<file path="config.mk">
export PLATFORM = sky130hd
export DESIGN_NAME = stat_counter_bank
export DESIGN_NICKNAME = d
export VERILOG_FILES = /design/src/rtl/stat_counter_bank.sv
export SDC_FILE = /design/constraint.sdc
export NUM_CORES = 1
export LEC_CHECK = 0
export ABC_AREA = 1
export CAP_MARGIN = 20
export CORE_MARGIN = 3
export CORE_UTILIZATION = 45
export DETAILED_ROUTE_END_ITERATION = 16
export PLACE_DENSITY = 0.61
export RECOVER_POWER = 25
export SLEW_MARGIN = 40
export SYNTH_ARGS = -nofsm -noshare
export SYNTH_HDL_FRONTEND = slang
export SYNTH_SLANG_ARGS = --single-unit
</file>
<file path="constraint.sdc">
create_clock -name i_clk -period 11.81 [get_ports i_clk]
set_input_delay 2.9525 -clock i_clk [delete_from_list [all_inputs] [get_ports i_clk]]
set_output_delay 2.9525 -clock i_clk [all_outputs]
set_load 0.05 [all_outputs]
</file>
<file path="src/rtl/stat_counter_bank.sv">
// Per-channel event counters with shadow snapshot, sticky overflow and halt freeze.
// Latency: counters update on the edge after an event; rd_data is registered (1 cycle).
// Backpressure: none; every event seen in RUN with en=1 is counted, FROZEN drops events.
module stat_counter_bank #(
  parameter int CHANNELS = 6,
  parameter int WIDTH    = 32,
  parameter int SEL_W    = 3,
  parameter int SATURATE = 0
) (
  input  logic                i_clk,
  input  logic                i_rst,
  input  logic                i_en,
  input  logic                i_halt,
  input  logic [CHANNELS-1:0] i_event,
  input  logic                i_clr,
  input  logic                i_snap,
  input  logic [SEL_W-1:0]    i_sel,
  input  logic                i_live_sel,
  output logic [WIDTH-1:0]    o_rd_data,
  output logic [CHANNELS-1:0] o_ovf,
  output logic                o_halted
);

  typedef enum logic {ST_RUN, ST_FROZEN} state_t;

  localparam logic [WIDTH-1:0] CNT_MAX = {WIDTH{1'b1}};

  state_t              r_state;
  state_t              w_state_nxt;
  logic                w_count_ok;
  logic [WIDTH-1:0]    r_cnt    [CHANNELS];
  logic [WIDTH-1:0]    r_shadow [CHANNELS];
  logic [CHANNELS-1:0] r_ovf;
  logic [WIDTH-1:0]    r_rd_data;
  logic [WIDTH-1:0]    w_rd_nxt;

  // FSM state register; reset always returns to RUN
  always_ff @(posedge i_clk) begin
    if (!i_rst) r_state <= ST_RUN;
    else        r_state <= w_state_nxt;
  end

  // Next-state: clr beats halt; halt only matters from RUN, so the halt cycle itself still counts
  always_comb begin
    w_state_nxt = r_state;
    w_count_ok  = 1'b0;
    if (i_clr) begin
      w_state_nxt = ST_RUN;
    end else if (r_state == ST_RUN) begin
      w_count_ok = i_en;
      if (i_halt) w_state_nxt = ST_FROZEN;
    end
  end

  // Live counters and sticky overflow; clr zeroes both and wins over events
  always_ff @(posedge i_clk) begin
    if (!i_rst) begin
      for (int i = 0; i < CHANNELS; i++) r_cnt[i] <= '0;
      r_ovf <= '0;
    end else if (i_clr) begin
      for (int i = 0; i < CHANNELS; i++) r_cnt[i] <= '0;
      r_ovf <= '0;
    end else if (w_count_ok) begin
      for (int i = 0; i < CHANNELS; i++) begin
        if (i_event[i]) begin
          if (r_cnt[i] == CNT_MAX) begin
            r_ovf[i] <= 1'b1;
            if (SATURATE == 0) r_cnt[i] <= '0;
          end else begin
            r_cnt[i] <= r_cnt[i] + WIDTH'(1);
          end
        end
      end
    end
  end

  // Shadow copy takes the pre-edge live value; clr leaves shadows alone
  always_ff @(posedge i_clk) begin
    if (!i_rst) begin
      for (int i = 0; i < CHANNELS; i++) r_shadow[i] <= '0;
    end else if (i_snap) begin
      for (int i = 0; i < CHANNELS; i++) r_shadow[i] <= r_cnt[i];
    end
  end

  // Readout mux by compare so out-of-range selects fall through to zero
  always_comb begin
    w_rd_nxt = '0;
    for (int i = 0; i < CHANNELS; i++) begin
      if (i_sel == SEL_W'(i)) w_rd_nxt = i_live_sel ? r_cnt[i] : r_shadow[i];
    end
  end

  // Registered readout
  always_ff @(posedge i_clk) begin
    if (!i_rst) r_rd_data <= '0;
    else        r_rd_data <= w_rd_nxt;
  end

  assign o_rd_data = r_rd_data;
  assign o_ovf     = r_ovf;
  assign o_halted  = (r_state == ST_FROZEN);

endmodule

</file>
# Word level (Yosys, flattened, before mapping)
# Memories as Yosys holds them, arrays and structs flattened.
# Cells that the tools add are included.
totals:
  mem_bits_rw: 384
  rom_bits: 0
  input_bits: 16
  out_inout_bits: 39
  reg_bits: 39
  latchBits: 0
  memories: 2
  elab_cells: 179
op_classes:
  n_mul: 0
  div_mod_pow: 0
  n_reduce_logical: 8
  muxes: 119
  n_shift: 0
  n_bitwise: 25
  magnitude_cmp: 0
  n_eq_ne: 11
  n_addsub: 6
memory_table:
  columns: ["memory", "words", "width", "read_ports", "rd_clocked_by_memory_dff", "write_ports", "line_no", "rtl"]
  rows:
  - ["r_cnt", 6, 32, 6, 0, 6, "31", "logic [WIDTH-1:0] r_cnt [CHANNELS];"]
  - ["r_shadow", 6, 32, 6, 0, 6, "32", "logic [WIDTH-1:0] r_shadow [CHANNELS];"]
op_table:
  columns: ["cell", "n"]
  rows:
  - ["32-bit two-way mux", 36]
  - ["32-bit by 1-bit adder with 32-bit output (second input constant)", 6]
  - ["32-bit equality test (second input constant)", 6]
  - ["1-bit two-way mux", 83]
  - ["1-bit bitwise OR", 24]
  - ["3-bit AND reduction", 6]
  - ["3-bit by 2-bit equality test with 1-bit output (second input constant)", 2]
  - ["3-bit equality test (second input constant)", 2]
  - ["3-bit by 1-bit equality test with 1-bit output (second input constant)", 1]
  - ["3-bit zero test", 1]
  - ["2-bit OR reduction", 1]
  - ["1-bit NOT", 1]

# Longest topological paths before layout
# Gate-level depths: netlist of run 1.
depth:
  word_depth: 9
  mapped_depth: 11
  mapped_depth_nobuf: 11

# Least setup slack after synthesis of run 1
# OpenSTA, ideal clock, no wires.
synth_path:
  kind: "input -> register"
  start: "input i_rst"
  end: "memory r_shadow[0][0], enable pin"
  setup_slack_ns: 5.799
  path_buffers: 1
  t_arrival_ns: 5.539
  setup_ns: 0.472
  cell_stages: 3
  path_cell_list: "buf_2 inv_1 or2_2"
synth_lines:
  columns: ["element", "line_no", "rtl"]
  rows:
  - ["from (decl)", "11", "input logic i_rst,"]
  - ["to (decl)", "32", null]

==> results of run 1 <==
-- per-stage QoR --
stage | hold slack (ns) | total power [mW] | utilization
global placement | 0.440 | 2.10 | 0.479
finish | 0.451 | 3.73 | 0.514
floorplan | 0.544 | 1.98 | -
global route | 0.485 | 3.84 | 0.514
detailed placement | 0.448 | 2.10 | 0.480
CTS | 0.456 | 3.75 | 0.515
-- final cells by class --
| class | count | area [um2] |
|---|---|---|
| clock buffers | 75 | 1550 |
| clock inverters | 17 | 213 |
| fillers | 4823 | 24500 |
| inverters | 309 | 1160 |
| multi-input cells | 2019 | 9150 |
| flip-flops and latches | 423 | 12300 |
| well taps | 672 | 841 |
| repair buffers | 76 | 711 |
-- logic make-up (layout without fill, tap and decap cells) --
logic type,after synthesis,after routing,synth area share
AOI/OAI and AO/OA,323,323,0.0773
DFF,423,423,0.532
buffers and inverters,416,477,0.0732
adders and majority gates,6,6,0.00324
and+or+nand+nor,1620,1620,0.288
xor gates and xnor gates,70,70,0.0265
-- per-layer routing --
layer | vias up | share of wire | track usage
li1 | 9410 | - | -
met1 | 9456 | 0.43 | 0.376
met2 | 808 | 0.46 | 0.425
met3 | 115 | 0.077 | 0.0400
met4 | 0 | 0.032 | 0.0862
met5 | - | 0 | 0
-- power by group --
group	switching [mW]	leakage (nW)	internal (mW)	total [mW]
clock	0.642	0.871	1.01	1.65
combinational	0.227	4.05	0.0715	0.299
sequential	0.0616	4.61	1.72	1.78
-- worst min path at each step --
| stage | end | slack [ns] | cells after the start |
|---|---|---|---|
| floorplan | o_rd_data[13] | 0.54 | 4 |
| global placement | o_ovf[3] | 0.44 | 2 |
| detailed placement | o_ovf[3] | 0.45 | 2 |
| CTS | o_ovf[3] | 0.46 | 2 |
| global route | o_ovf[3] | 0.49 | 2 |
| finish | o_ovf[3] | 0.45 | 2 |
-- state kept, by name, summed over array words and instances (netlist names) --
signal	flops
o_halted	1
o_ovf	6
o_rd_data	32
r_cnt	192
r_shadow	192
-- worst max-delay path, delay by kind of cell --
family / cells / cell delay, ns
buffers and inverters: 5 / 3.37
AND/OR/NAND/NOR: 1 / 1.18
-- Yosys cell counts --
cell / number / area, um2
nand2_1: 858 / 3220
xnor2_1: 1 / 8.76
a21oi_1: 133 / 666
o21ai_1: 5 / 25.0
nor3_1: 77 / 385
inv_1: 307 / 1150
buf_1: 7 / 26.3
nand3_2: 5 / 50.1
or2_2: 3 / 18.8
nor2_2: 11 / 68.8
nand4_2: 5 / 62.6
nand4_1: 51 / 319
buf_6: 6 / 67.6
o31ai_1: 1 / 7.51
inv_2: 2 / 7.51
dfxtp_1: 39 / 781
nor2_4: 5 / 56.3
o21ai_0: 125 / 626
ha_1: 6 / 75.1
nor3b_1: 2 / 15.0
nor2_1: 482 / 1810
nor4_1: 4 / 25.0
and3_1: 1 / 6.26
nand3b_1: 3 / 22.5
o2111ai_1: 19 / 166
o21a_1: 4 / 30.0
clkbuf_1: 50 / 188
buf_4: 13 / 97.6
buf_2: 31 / 155
nor3_2: 5 / 50.1
xor2_1: 69 / 604
edfxtp_1: 384 / 11500
nor3_4: 1 / 16.3
o211ai_1: 32 / 240
a211oi_1: 4 / 30.0
nand2_2: 3 / 18.8
nand3_1: 104 / 521
==> out/metrics.cfg, run 1 <==
[run_status]
status=finished, violations left
violations=capacitance limit, slew limit

[drt]
antenna_left=0
vias=19789
drc=0
viasPerCell=5.51
detail_route.wl_per_cell_um=20.4
first_iter_violations=2439
routed_wl_um=73300
dr.pass1.iters=5

[timing]
finalClockSkew_ns=0.0260
fin_setup_tns_ns=0
finalCritPeriodShare=0.622
slew-limit-headroom=-0.784
setup_viol=0
setup_ws_ns=4.47
rsz0062_at_grt=no
fmax_ghz=0.136
hold_viol=0
maxSlewViolCount=229
worstMarginPinSlew_ns=2.68
fin_crit_ns=7.34

[critical_path]
rrSetupSlack_ns=8.55
cp.required_ns=12.04
critPathLaunchType=primary input
critPathLaunch=i_rst
r2r-start=r_cnt[0][1]
slowest_stage=clkbuf_1
worstRegToRegCells=8
rr_endpoint=r_cnt[0][21]
critPathMaxFanout=58
worstSetupEndpointType=flop
crit_path_cell_trace=buf_2, clkbuf_1, inv_1, or2_0, buf_12, buf_4
slowest_delay_ns=1.88
arrival_ns=7.57
worstSetupPathType=in -> reg
crit_end=r_shadow[1][6]

[global_routing]
grt_pass1_wl_um=111000
antenna_found_initial=0
grt_pass1_vias=18336
grt_usage=0.267
grt_max_degree=119
overflow=0

[floorplanning]
rows=82
io_pins=55
die_w_um=233
start_util=0.459
core_area_um2=50500
dieArea_um2=54200
chipHeight_um=233

[layout]
drive_above_1_share=0.0486
nNetsFinal=2901
final_cell_mix=857 x nand2_1, 480 x nor2_1, 384 x edfxtp_1
layout.cells.non_filler=3591
final_common_cell=nand2_1
final_area_um2=25900
antenna_cells=0
syn2layout_area_growth_pct=12.1

[place]
place_inst=3499
dp_slack_ns=6.28
hpwl_um=52700
placedInstanceArea_um2=24200
portBuffers=54
gp_congestion=0.929

[clock_tree]
post_cts_buffers=0
ctsResizeCount=0
cts.sinks=423
clk_path_buf_depth=3
tritoncts=done
clkTransAtPathRegs_ns=0.05
ctsHoldBuffers=0
cts-root-buf=clkbuf_16
clkLatencyLatePin_ns=0.60
cts_buffers=50
h-tree-depth=2

[synth]
avgSynthCellArea_um2=8.10
yosys_register_bits=423
synth_warnings=0
yosysSeqAreaShare=0.532
syn_inst=2858
netlist_area_um2=23100
synth_nets=2880
synth.distinct_cells=37

[worst_hold_path]
hold_path_class=reg -> reg
min_from=o_ovf[3]

[power_and_ir_drop]
p_leak_nw=9.53
ir_drop_mv=0.0977
powerDensity_nw_per_um2=144

[run]
max_cap_viol_count=7

(Power assumes the default switching activity.)
==> run 2: changes to the inputs <==
==> constraint.sdc (replaced) <==
create_clock -name i_clk -period 6.94 [get_ports i_clk]
set_input_delay 1.735 -clock i_clk [delete_from_list [all_inputs] [get_ports i_clk]]
set_output_delay 1.735 -clock i_clk [all_outputs]
set_load 0.05 [all_outputs]
==> out/metrics.cfg, run 2 (synthesis results as in run 1) <==
[clock_tree]
cts_buffers=49  ; -2.0%
clkLatencyLatePin_ns=0.60  ; about the same
clk_path_buf_depth=3  ; unchanged
cts.sinks=423  ; unchanged
ctsResizeCount=0  ; unchanged
clkTransAtPathRegs_ns=0.06  ; about the same
ctsHoldBuffers=0  ; unchanged
h-tree-depth=2  ; unchanged
tritoncts=done
cts-root-buf=clkbuf_16
post_cts_buffers=0  ; unchanged

[layout]
drive_above_1_share=0.0469  ; -0.00170
nNetsFinal=2900  ; -0.034%
final_area_um2=25900  ; -0.13%
antenna_cells=0  ; unchanged
fin_util=0.513  ; -0.000670
final_cell_mix=858 x nand2_1, 480 x nor2_1, 384 x edfxtp_1
syn2layout_area_growth_pct=11.9
final_common_cell=nand2_1

[timing]
rsz0062_at_grt=no
setup_viol=0  ; unchanged
fmax_ghz=0.212
finalCritPeriodShare=0.681
finalClockSkew_ns=0.0228  ; -0.00317 ns
maxSlewViolCount=102  ; -55%
hold_viol=0  ; unchanged
worstMarginPinSlew_ns=2.66  ; -0.0196 ns
fin_crit_ns=4.73
slew-limit-headroom=-0.775  ; +0.00880
fin_setup_tns_ns=0  ; unchanged

[critical_path]
critPathLaunchType=primary input
rr_endpoint=r_cnt[5][23]
crit_end=r_shadow[4][23]
worstRegToRegCells=9  ; +1
r2r-start=r_cnt[5][0]
cp.required_ns=7.37  ; -4.67 ns
critPathLaunch=i_rst
worstSetupPathType=in -> reg
arrival_ns=5.16  ; -2.41 ns
critPathMaxFanout=124  ; +110%
rrSetupSlack_ns=3.82  ; -4.73 ns
worstSetupEndpointType=flop

[drt]
detail_route.wl_per_cell_um=19.8  ; -3.0%
dr.pass1.iters=6  ; +1
first_iter_violations=2352  ; -3.6%
routed_wl_um=71000  ; -3.1%
vias=19533  ; -1.3%
viasPerCell=5.44  ; -1.3%
drc=0  ; unchanged
antenna_left=0  ; unchanged

[global_routing]
grt_usage=0.260  ; -0.00713
overflow=0  ; unchanged
grt_max_degree=148  ; +24%
grt_pass1_vias=18073  ; -1.4%
antenna_found_initial=0  ; unchanged
grt_pass1_wl_um=108000  ; -2.3%

[place]
portBuffers=54  ; unchanged
hpwl_um=51200  ; -2.7%
gp_congestion=0.926  ; -0.34%
placedInstanceArea_um2=24300  ; +0.11%

[power_and_ir_drop]
p_leak_nw=9.48  ; -0.54%
p_switching_mw=1.57  ; +68%
seqPwrFrac=0.487  ; +0.010
intPower_mw=4.63  ; +65%
power_mw=6.20  ; +66%
switching_share=0.253  ; +0.00334
ir_drop_mv=0.163  ; +67%
p_comb_frac=0.082  ; +0.002
clkPwrFrac=0.431  ; -0.012
powerDensity_nw_per_um2=239  ; +66%

[run_status]
status=finished, violations left
violations=capacitance limit, slew limit

[floorplanning]
io_pins=55  ; unchanged
die_w_um=233  ; unchanged
chipHeight_um=233  ; unchanged
rows=82  ; unchanged
dieArea_um2=54200  ; unchanged
start_util=0.459  ; unchanged
core_area_um2=50500  ; unchanged

[run]
max_cap_viol_count=2  ; -5

[worst_hold_path]
hold_path_class=reg -> reg

## run 2: cell type report
cell class	count	area, um2
clock inverters	25	280
well taps	672	841
fillers	5015	24600
flip-flops and latches	423	12300
clock buffers	66	1350
multi-input cells	2019	9200
inverters	309	1170
repair buffers	76	759
## run 2: through the flow
stage          hold WS, ns  setup slack (ns)  cells
2_1_floorplan        0.544              2.15   2858
3_3_place_gp         0.447              2.44   3497
3_5_place_dp         0.448              2.58   3499
4_1_cts              0.458              3.21   3590
5_1_grt              0.469              1.94   3590
6_report             0.452              2.21   3590
## run 2: worst min-delay path by stage
stage	start	cells after the start	to
after floorplan	r_shadow[5][13]	4	o_rd_data[13]
after global placement	o_ovf[3]	2	o_ovf[3]
after detailed placement	o_ovf[3]	2	o_ovf[3]
after CTS	o_ovf[3]	2	o_ovf[3]
after global routing	o_ovf[3]	2	o_ovf[3]
final	o_ovf[3]	2	o_ovf[3]
## run 2: critical path, stage by stage
cell	delay (ns)
clkbuf_1	0.10
buf_4	0.54
nand2_1	1.65
buf_12	0.80
nor2_1	0.21
## run 2: layer usage
layer,vias to the layer above,wire (um),global-route usage
li1,9417,-,-
met4,0,1960,0.0743
met5,-,0,0
met2,699,33600,0.426
met1,9314,30700,0.362
met3,103,4790,0.0356
## run 2: power by group through the flow
stage / Sequential, mW / Clock, mW / Combinational, mW
floorplan: 3.08 / 0 / 0.287
global placement: 3.07 / 0 / 0.497
detailed placement: 3.07 / 0 / 0.507
CTS: 3.02 / 2.71 / 0.509
global route: 3.03 / 2.80 / 0.557
finish: 3.02 / 2.67 / 0.509
